## src/rtl/ctrl_pkg.sv

```systemverilog
// Shared encodings for the CPU control sequencer: state codes, condition codes
// and opcode match constants, plus the opcode classifier used on the latched instruction.
package ctrl_pkg;

    typedef enum logic [1:0] {
        ST_FETCH = 2'b00,
        ST_EXEC1 = 2'b01,
        ST_EXEC2 = 2'b10,
        ST_HALT  = 2'b11
    } state_e;

    localparam logic [3:0]  COND_ALWAYS = 4'b0110;

    localparam logic [3:0]  OP_JMD  = 4'b1100;
    localparam logic [3:0]  OP_CALL = 4'b1101;
    localparam logic [11:0] OP_RTN  = 12'hF00;
    localparam logic [11:0] OP_STP  = 12'hF01;
    localparam logic [8:0]  OP_JMR  = 9'h000;
    localparam logic [8:0]  OP_CAR  = 9'h003;
    localparam logic [8:0]  OP_LDI  = 9'h00A;
    localparam logic [8:0]  OP_AIM  = 9'h00B;
    localparam logic [8:0]  OP_SIM  = 9'h00C;
    localparam logic [5:0]  OP_LOAD = 6'h19;
    localparam logic [5:0]  OP_POP  = 6'h1A;

    typedef struct packed {
        logic jmd;
        logic call;
        logic rtn;
        logic stp;
        logic jmr;
        logic car;
        logic multi;   // op needs the EXEC2 data-RAM cycle
    } op_t;

    function automatic op_t decode_op(input logic [15:0] i);
        op_t o;
        o.jmd   = (i[15:12] == OP_JMD);
        o.call  = (i[15:12] == OP_CALL);
        o.rtn   = (i[15:4]  == OP_RTN);
        o.stp   = (i[15:4]  == OP_STP);
        o.jmr   = (i[15:7]  == OP_JMR);
        o.car   = (i[15:7]  == OP_CAR);
        o.multi = (i[15:7] == OP_LDI) || (i[15:7] == OP_AIM) || (i[15:7] == OP_SIM) ||
                  (i[15:10] == OP_LOAD) || (i[15:10] == OP_POP);
        return o;
    endfunction

endpackage

```

## src/rtl/ctrl_cond_eval.sv

```systemverilog
// Combinational condition evaluation: picks the condition field out of the instruction
// according to its addressing mode and tests it against the status flags.
module ctrl_cond_eval
    import ctrl_pkg::*;
(
    input  logic [15:0] ir,
    input  logic [7:0]  status_reg,
    output logic        cond_pass
);

    logic [3:0] code;

    always_comb begin
        code = COND_ALWAYS;
        if (ir[15:11] == 5'b11110) begin
            code = ir[3:0];
        end else if (ir[15:11] == 5'b11111) begin
            code = ir[6:3];
        end else begin
            case (ir[15:14])
                2'b11:   code = COND_ALWAYS;
                2'b10:   code = ir[12:9];
                2'b01:   code = ir[9:6];
                default: code = ir[13] ? ir[10:7] : ir[6:3];
            endcase
        end
    end

    // Code 6 selects the unused flag slot, so both polarities of it mean "always".
    always_comb begin
        if (code[2:0] == 3'd6) cond_pass = 1'b1;
        else                   cond_pass = status_reg[code[2:0]] ^ code[3];
    end

endmodule

```

## src/rtl/ctrl_sequencer.sv

```systemverilog
// CPU control path: fetch/exec1/exec2/halt FSM, PC, instruction latch and return-stack pointer.
// Optional interrupt entry in FETCH is built when CTRL_IRQ_EN is defined.
module ctrl_sequencer
    import ctrl_pkg::*;
#(
    parameter int ADDR_W      = 16,
`ifdef CTRL_IRQ_EN
    parameter logic [ADDR_W-1:0] IRQ_VECTOR = 'h0004,
`endif
    parameter int STACK_DEPTH = 16,
    localparam int SP_W       = $clog2(STACK_DEPTH) + 1
) (
    input  logic              clk,
    input  logic              reset,
    input  logic [15:0]       instr,
    input  logic              instr_valid,
    input  logic [7:0]        status_reg,
    input  logic [ADDR_W-1:0] jump_target,
    input  logic [ADDR_W-1:0] return_addr,
    input  logic              mem_ready,
`ifdef CTRL_IRQ_EN
    input  logic              irq,
`endif
    output logic [1:0]        state,
    output logic [15:0]       ir,
    output logic              fetch_req,
    output logic [ADDR_W-1:0] pc,
    output logic              cond_pass,
    output logic              stack_push,
    output logic              stack_pop,
    output logic [SP_W-1:0]   sp,
    output logic              stack_err,
    output logic              halted,
    output logic              irq_ack
);

    localparam logic [SP_W-1:0] SP_FULL = SP_W'(STACK_DEPTH);

    state_e            state_q, state_d;
    logic [ADDR_W-1:0] pc_q, pc_d;
    logic [15:0]       ir_q, ir_d;
    logic [SP_W-1:0]   sp_q, sp_d;
    logic              err_q, err_d;
    logic              push_q, push_d;
    logic              pop_q, pop_d;
    logic              rtn_pend_q, rtn_pend_d;
    logic              stack_full, stack_empty;
    op_t               op;
`ifdef CTRL_IRQ_EN
    localparam int     IE_BIT = 7;
    logic              ack_q, ack_d;
`endif

    assign op          = decode_op(ir_q);
    assign stack_full  = (sp_q == SP_FULL);
    assign stack_empty = (sp_q == '0);

    ctrl_cond_eval u_cond (
        .ir         (ir_q),
        .status_reg (status_reg),
        .cond_pass  (cond_pass)
    );

    always_comb begin
        state_d    = state_q;
        pc_d       = pc_q;
        ir_d       = ir_q;
        sp_d       = sp_q;
        err_d      = err_q;
        rtn_pend_d = rtn_pend_q;
        push_d     = 1'b0;
        pop_d      = 1'b0;
`ifdef CTRL_IRQ_EN
        ack_d      = 1'b0;
`endif
        case (state_q)
            ST_FETCH: begin
`ifdef CTRL_IRQ_EN
                if (irq && status_reg[IE_BIT]) begin
                    if (stack_full) begin
                        err_d   = 1'b1;
                        state_d = ST_HALT;
                    end else begin
                        push_d = 1'b1;
                        sp_d   = sp_q + SP_W'(1);
                        pc_d   = IRQ_VECTOR;
                        ack_d  = 1'b1;
                    end
                end else
`endif
                if (instr_valid) begin
                    ir_d    = instr;
                    pc_d    = pc_q + ADDR_W'(1);
                    state_d = ST_EXEC1;
                end
            end
            ST_EXEC1: begin
                rtn_pend_d = 1'b0;
                // Untaken multi-cycle ops still spend their EXEC2 cycle.
                state_d    = op.multi ? ST_EXEC2 : ST_FETCH;
                if (cond_pass) begin
                    if (op.jmd || op.jmr) begin
                        pc_d = jump_target;
                    end else if (op.call || op.car) begin
                        if (stack_full) begin
                            err_d   = 1'b1;
                            state_d = ST_HALT;
                        end else begin
                            push_d = 1'b1;
                            sp_d   = sp_q + SP_W'(1);
                            pc_d   = jump_target;
                        end
                    end else if (op.rtn) begin
                        if (stack_empty) begin
                            err_d   = 1'b1;
                            state_d = ST_HALT;
                        end else begin
                            pop_d      = 1'b1;
                            sp_d       = sp_q - SP_W'(1);
                            rtn_pend_d = 1'b1;
                            state_d    = ST_EXEC2;
                        end
                    end else if (op.stp) begin
                        state_d = ST_HALT;
                    end
                end
            end
            ST_EXEC2: begin
                if (mem_ready) begin
                    state_d    = ST_FETCH;
                    rtn_pend_d = 1'b0;
                    if (rtn_pend_q) pc_d = return_addr;
                end
            end
            default: ;
        endcase
    end

    always_ff @(posedge clk) begin
        if (reset) begin
            state_q    <= ST_FETCH;
            pc_q       <= '0;
            ir_q       <= '0;
            sp_q       <= '0;
            err_q      <= 1'b0;
            push_q     <= 1'b0;
            pop_q      <= 1'b0;
            rtn_pend_q <= 1'b0;
`ifdef CTRL_IRQ_EN
            ack_q      <= 1'b0;
`endif
        end else begin
            state_q    <= state_d;
            pc_q       <= pc_d;
            ir_q       <= ir_d;
            sp_q       <= sp_d;
            err_q      <= err_d;
            push_q     <= push_d;
            pop_q      <= pop_d;
            rtn_pend_q <= rtn_pend_d;
`ifdef CTRL_IRQ_EN
            ack_q      <= ack_d;
`endif
        end
    end

    assign state      = state_q;
    assign ir         = ir_q;
    assign pc         = pc_q;
    assign sp         = sp_q;
    assign stack_err  = err_q;
    assign stack_push = push_q;
    assign stack_pop  = pop_q;
    assign fetch_req  = (state_q == ST_FETCH);
    assign halted     = (state_q == ST_HALT);
`ifdef CTRL_IRQ_EN
    assign irq_ack    = ack_q;
`else
    assign irq_ack    = 1'b0;
`endif

endmodule

```

## config.mk

```make
export PLATFORM = sky130hd
export DESIGN_NAME = ctrl_sequencer
export DESIGN_NICKNAME = d
export VERILOG_FILES = /design/src/rtl/ctrl_pkg.sv /design/src/rtl/ctrl_cond_eval.sv /design/src/rtl/ctrl_sequencer.sv
export SDC_FILE = /design/constraint.sdc
export NUM_CORES = 1
export LEC_CHECK = 0
export ABC_AREA = 1
export CORE_MARGIN = 2
export CORE_UTILIZATION = 29
export CTS_CLUSTER_DIAMETER = 150
export DETAILED_ROUTE_END_ITERATION = 8
export SLEW_MARGIN = 0
export SYNTH_ARGS = -nofsm -noshare
export SYNTH_HDL_FRONTEND = slang
export SYNTH_HIERARCHICAL = 1
export SYNTH_SLANG_ARGS = --single-unit
```

## constraint.sdc

```tcl
create_clock -name clk -period 2.95 [get_ports clk]
set_input_delay 0.885 -clock clk [delete_from_list [all_inputs] [get_ports clk]]
set_output_delay 0.885 -clock clk [all_outputs]
set_load 0.05 [all_outputs]
```

# Word-level counts from Yosys, hierarchy flattened
# Cells that the tools add are included.
# word_totals
regBits,43
input_bits,60
out_inout_bits,46
wordCells,109
# classes
add_sub_neg,3
order_cmp,1
n_eq_ne,29
n_mux,42
bitwise,5
n_reduce_logical,21
# ops
operator,count
two-way mux 16 bit,7
case mux 16 bit (3 select lines),1
"== test 9 x 4 -> 1 bit, second input constant",3
"== test 12 bit, second input constant",2
two-way mux 5 bit,4
two-way mux 2 bit,9
"adder 16 x 1 -> 16 bit, second input constant",1
"== test 5 bit, second input constant",3
two-way mux 1 bit,14
"== test 6 x 5 -> 1 bit, second input constant",2
two-way mux 4 bit,3
"!= test 2 bit, second input constant",6
case mux 4 bit (3 select lines),1
AND reduction 6 bit,2
"== test 9 x 2 -> 1 bit, second input constant",1
logical NOT 9 bit,1
"== test 2 bit, second input constant",4
"== test 4 bit, second input constant",2
AND reduction 7 bit,1
logical OR 1 bit,6
"!= test 3 bit, second input constant",2
case mux 2 bit (3 select lines),1
nonzero test 2 bit,3
"adder 5 x 1 -> 5 bit, second input constant",1
other kinds (16),21

# Longest topological paths before layout
# logic_depth
depth_word,12
mapped_depth,21
ltp_nobuf,21

# Hierarchy
# Netlist, hierarchy kept.
# by_module_without_submodules
module,instances,cells_per_inst,area_per_inst_um2,seq_area_each_um2
ctrl_sequencer,1,453,2916.5,860.8
ctrl_cond_eval,1,84,435.4,0.0

# Least setup slack after synthesis
# Ideal clock, no wire load.
# synth_timing
path_kind,reg-to-output
start,"register ir_q[13], in the netlist ir[13]"
end,output cond_pass
t_arrival_ps,2157
t_required_ps,2065
slack_ps,-92
stages_incl_launch_ff,13
path_buffers,1
cell_sequence,dfxtp_1 -> buf_2 -> nand2_2 -> nor2_8 -> o21ai_2 -> nand2_4 -> nand2_4 -> nand2_1 -> nand3_1 -> nand3_2 -> nand2_1 -> nand2_1 -> nand3_2
# synth_via
elab_chain_cells,8
word_cells_on_any_way,11
cone_classes,eq/ne (3); mux (7); bitwise (1)
# synth_lines
element,line_no,text
from (decl),ctrl_sequencer.sv:41,"logic [15:0] ir_q, ir_d;"
from (signal assigned),ctrl_sequencer.sv:155,ir_q <= ir_d;
two-way mux 4 bit,ctrl_cond_eval.sv:24,default: code = ir[13] ? ir[10:7] : ir[6:3];
case mux 4 bit (3 select lines),ctrl_cond_eval.sv:20,case (ir[15:14])
two-way mux 4 bit,ctrl_cond_eval.sv:17,end else if (ir[15:11] == 5'b11111) begin
two-way mux 4 bit *,ctrl_cond_eval.sv:15,if (ir[15:11] == 5'b11110) begin
binary-select mux 1 bit (select 3 bit),ctrl_cond_eval.sv:32,else cond_pass = status_reg[code[2:0]] ^ code[3];
two-way mux 1 bit (implied by the code),ctrl_cond_eval.sv:32,
XOR 1 bit,ctrl_cond_eval.sv:32,
two-way mux 1 bit *,ctrl_cond_eval.sv:31,if (code[2:0] == 3'd6) cond_pass = 1'b1;
to (decl),ctrl_sequencer.sv:28,"output logic cond_pass,"
# Mark *: on every way between the ends. The rest lies on a longest branch, timed or not. The select of a mux whose other input is x is not followed.

# Worst setup path after layout
# layout_timing
start,input status_reg[5]
end,output cond_pass
# layout_via
elab_chain_cells,4
# layout_lines
element,line_no,text
from (decl),ctrl_sequencer.sv:17,"input logic [7:0] status_reg,"
binary-select mux 1 bit (select 3 bit),ctrl_cond_eval.sv:32,
two-way mux 1 bit (implied by the code),ctrl_cond_eval.sv:32,
XOR 1 bit,ctrl_cond_eval.sv:32,
two-way mux 1 bit,ctrl_cond_eval.sv:31,
# No other way between the ends. The select of a mux whose other input is x is not followed.

==> flow_metrics.env <==
export IMPL_nFillCells=1175
export IMPL_combPwrFrac_pct=63.7
export IMPL_period_needed_ns=2.88
export IMPL_grt_pass1_wl_um=17000
export IMPL_h_tree_depth=2
export IMPL_dp_cells=782
export IMPL_portBuffers=104
export IMPL_routed_wl_um=10300
export IMPL_fin_tns_setup_ns=0
export IMPL_synth_most_common_cell="nand2_1"
export IMPL_clkSinkCount=43
export IMPL_finalNonFillerCells=790
export IMPL_wl_met1_um=4830
export IMPL_routed_top_layer="met4"
export IMPL_leakage_nw=2.13
export IMPL_min_path_type="flip-flop to flip-flop"
export IMPL_p_int_mw=2.08
export IMPL_rrSetupSlack_ns=0.38
export IMPL_crit_fanout=2
export IMPL_die_area_um2=12400
export IMPL_synthTopCellsByCount="nand2_1 (134), nor2_1 (86), inv_1 (63)"
export IMPL_endpoint_kind="primary output"
export IMPL_p_total_mw=4.25
export IMPL_core_um2=11400
export IMPL_rows=39
export IMPL_detailed_place_hpwl_um=8020
export IMPL_clock_tree_root_cell="clkbuf_16"
export IMPL_outcome="finished clean"
export IMPL_p_clk_share_pct=14.3
export IMPL_final_max_slew_viol_count=0
export IMPL_reg2regPathDepth=20
export IMPL_drt_pass1_iter_count=5
export IMPL_syn_inst=537
export IMPL_clkTransAtPathRegs_ns=0.06
export IMPL_synth_avg_cell_area_um2=6.24
export IMPL_netlist_area_leader_share_pct=25.7
export IMPL_tightest_slew_ns=0.564
export IMPL_r2r_start="ir[14]"
export IMPL_start_util_pct=29.5
export IMPL_ys_warn_count=6
export IMPL_worstReg2RegEnd="sp[1]"
export IMPL_netlist_area_um2=3350
export IMPL_ys_ff_latch=43
export IMPL_vdd_drop_max_v=0.000382
export IMPL_io_pins=106
export IMPL_nNetsFinal=716
export IMPL_synth_main_ff_cell="dfxtp_1"
export IMPL_grt_setup_unrepaired="false"
export IMPL_chipHeight_um=112
export IMPL_finalHoldViolations=0
export IMPL_wl_per_cell_um=13.1
export IMPL_clock_latency_ns=0.29
export IMPL_grt_pass1_vias=3460
export IMPL_p_seq_share_pct=22.0
export IMPL_cts_resized=0
export IMPL_startpoint_type="input port"
export IMPL_drt_iter0_drc=188
export IMPL_critPathArrivalTime_ns=1.99
export IMPL_cts_buffers=5
export IMPL_critPathCapture="cond_pass"
export IMPL_skew_ns=0.00515
export IMPL_cts_tree="done"
export IMPL_wl_met2_um=4940
export IMPL_synthTopCellsByArea="dfxtp_1 (26%), nand2_1 (15%), nor2_1 (9.6%)"
export IMPL_cap_violations=0
export IMPL_ant_nets=0
export IMPL_synth_top_area_cell="dfxtp_1"
export IMPL_grtUsageTotal_pct=16.7
export IMPL_synth_edff_count=0
export IMPL_sw_frac_of_total_pct=51.1
export IMPL_vias_per_cell=4.68
export IMPL_p_switching_mw=2.17
export IMPL_synth_distinct_cells=43
export IMPL_grt_overflow=0
export IMPL_vias=3697
export IMPL_routed_wl_met3_um=449
export IMPL_place_gp_congestion=0.924
export IMPL_cp_required_ns=2.07
export IMPL_cts_buffer_depth=2
export IMPL_remaining_drc_errors=0
export IMPL_path_class="input port to primary output"
export IMPL_holdBufCountCts=0
export IMPL_synthArstFlopShare_pct=0
export IMPL_post_cts_setup_buffer_count=0
export IMPL_fmax_ghz=0.347
export IMPL_syn_to_final_growth_pct=43.0
export IMPL_relSlewSlack_pct=62.4
export IMPL_die_width_um=112
export IMPL_antenna_cells=0
export IMPL_cp_startpoint="status_reg[5]"
export IMPL_ys_seq_area_share_pct=25.7
export IMPL_finalSetupViolCount=0
export IMPL_final_layout_size_suffix_gt1_share_pct=11.9
export IMPL_stdcell_area_um2=4790
export IMPL_post_route_period_util_pct=97.6
export IMPL_cellPowerDensity_nw_per_um2=886
export IMPL_placed_area_um2=4610
export IMPL_grt_max_degree=32
export IMPL_synth_nets=607
export IMPL_antenna_found_initial=0
## cell families after synthesis
family,Yosys count,share of synthesized area (%)
buf+inv,87,10.8
fa+ha+maj,10,3.96
flops,43,25.7
compound gates,68,12.1
other cells,1,0.112
xor+xnor,12,3.14
simple gates,316,44.2
## metal layers
metal  up-vias  track usage (%)
li1       1927                -
met1      1669             22.7
met2        91             27.3
met3        10             2.40
met4         0             5.35
met5         -                0
## state kept, by name (all words and copies together) (netlist names)
signal      count
stack_err       1
stack_pop       1
sp              5
state           2
ir             16
pc             16
rtn_pend_q      1
stack_push      1
## per-stage QoR
stage	utilization, %	worst slack, ns	hold slack (ns)
after floorplan	-	0.00835	0.460
after global placement	40.6	0.0706	0.462
after detailed placement	40.6	-0.0188	0.484
after CTS	42.0	0.0167	0.495
after global routing	42.2	0.00118	0.524
final	42.2	0.0721	0.487
## worst min-delay path by stage
stage | to | cells after the start | start
finish | stack_err | 2 | stack_err
global route | stack_err | 2 | stack_err
CTS | rtn_pend_q | 2 | rtn_pend_q
detailed placement | rtn_pend_q | 2 | rtn_pend_q
global placement | stack_err | 2 | stack_err
floorplan | rtn_pend_q | 2 | rtn_pend_q
## power groups by stage
| stage | sequential, mW | combinational (mW) | clock [mW] |
|---|---|---|---|
| 6_report | 0.937 | 2.71 | 0.606 |
| 5_1_grt | 0.965 | 2.95 | 0.644 |
| 4_1_cts | 0.930 | 2.71 | 0.622 |
| 3_5_place_dp | 0.942 | 2.70 | 0 |
| 3_3_place_gp | 0.933 | 2.67 | 0 |
| 2_1_floorplan | 1.46 | 1.35 | 0 |
## layout by cell type, fill, tap and decap left out, drive strengths merged, types with 8 or more instances in the layout
master,count
inv,69
nor3,15
buf,17
xor2,11
ha,9
nand2,142
o21ai,28
nand3,44
nor2,103
dfxtp,43
a21oi,22
clkdlybuf4s50,101
a22o,8
## worst max-delay path: stages
cell and delay, ns:
clkdlybuf4s50_1 0.45, nand3_1 0.07, nand3_1 0.09, nand3_2 0.09, nand3_1 0.11, nand3_2 0.12
buf_12 0.17
## cell type report
cell class | count | area (um^2) | area share [%]
sequential | 43 | 867 | 18.1
clock inverter | 1 | 7.51 | 0.157
inverter | 69 | 259 | 5.40
tap | 143 | 179 | 3.73
clock buffer | 7 | 153 | 3.18
multi-input combinational | 407 | 2140 | 44.7
timing repair buffer | 120 | 1190 | 24.8
(Power assumes the default switching activity.)
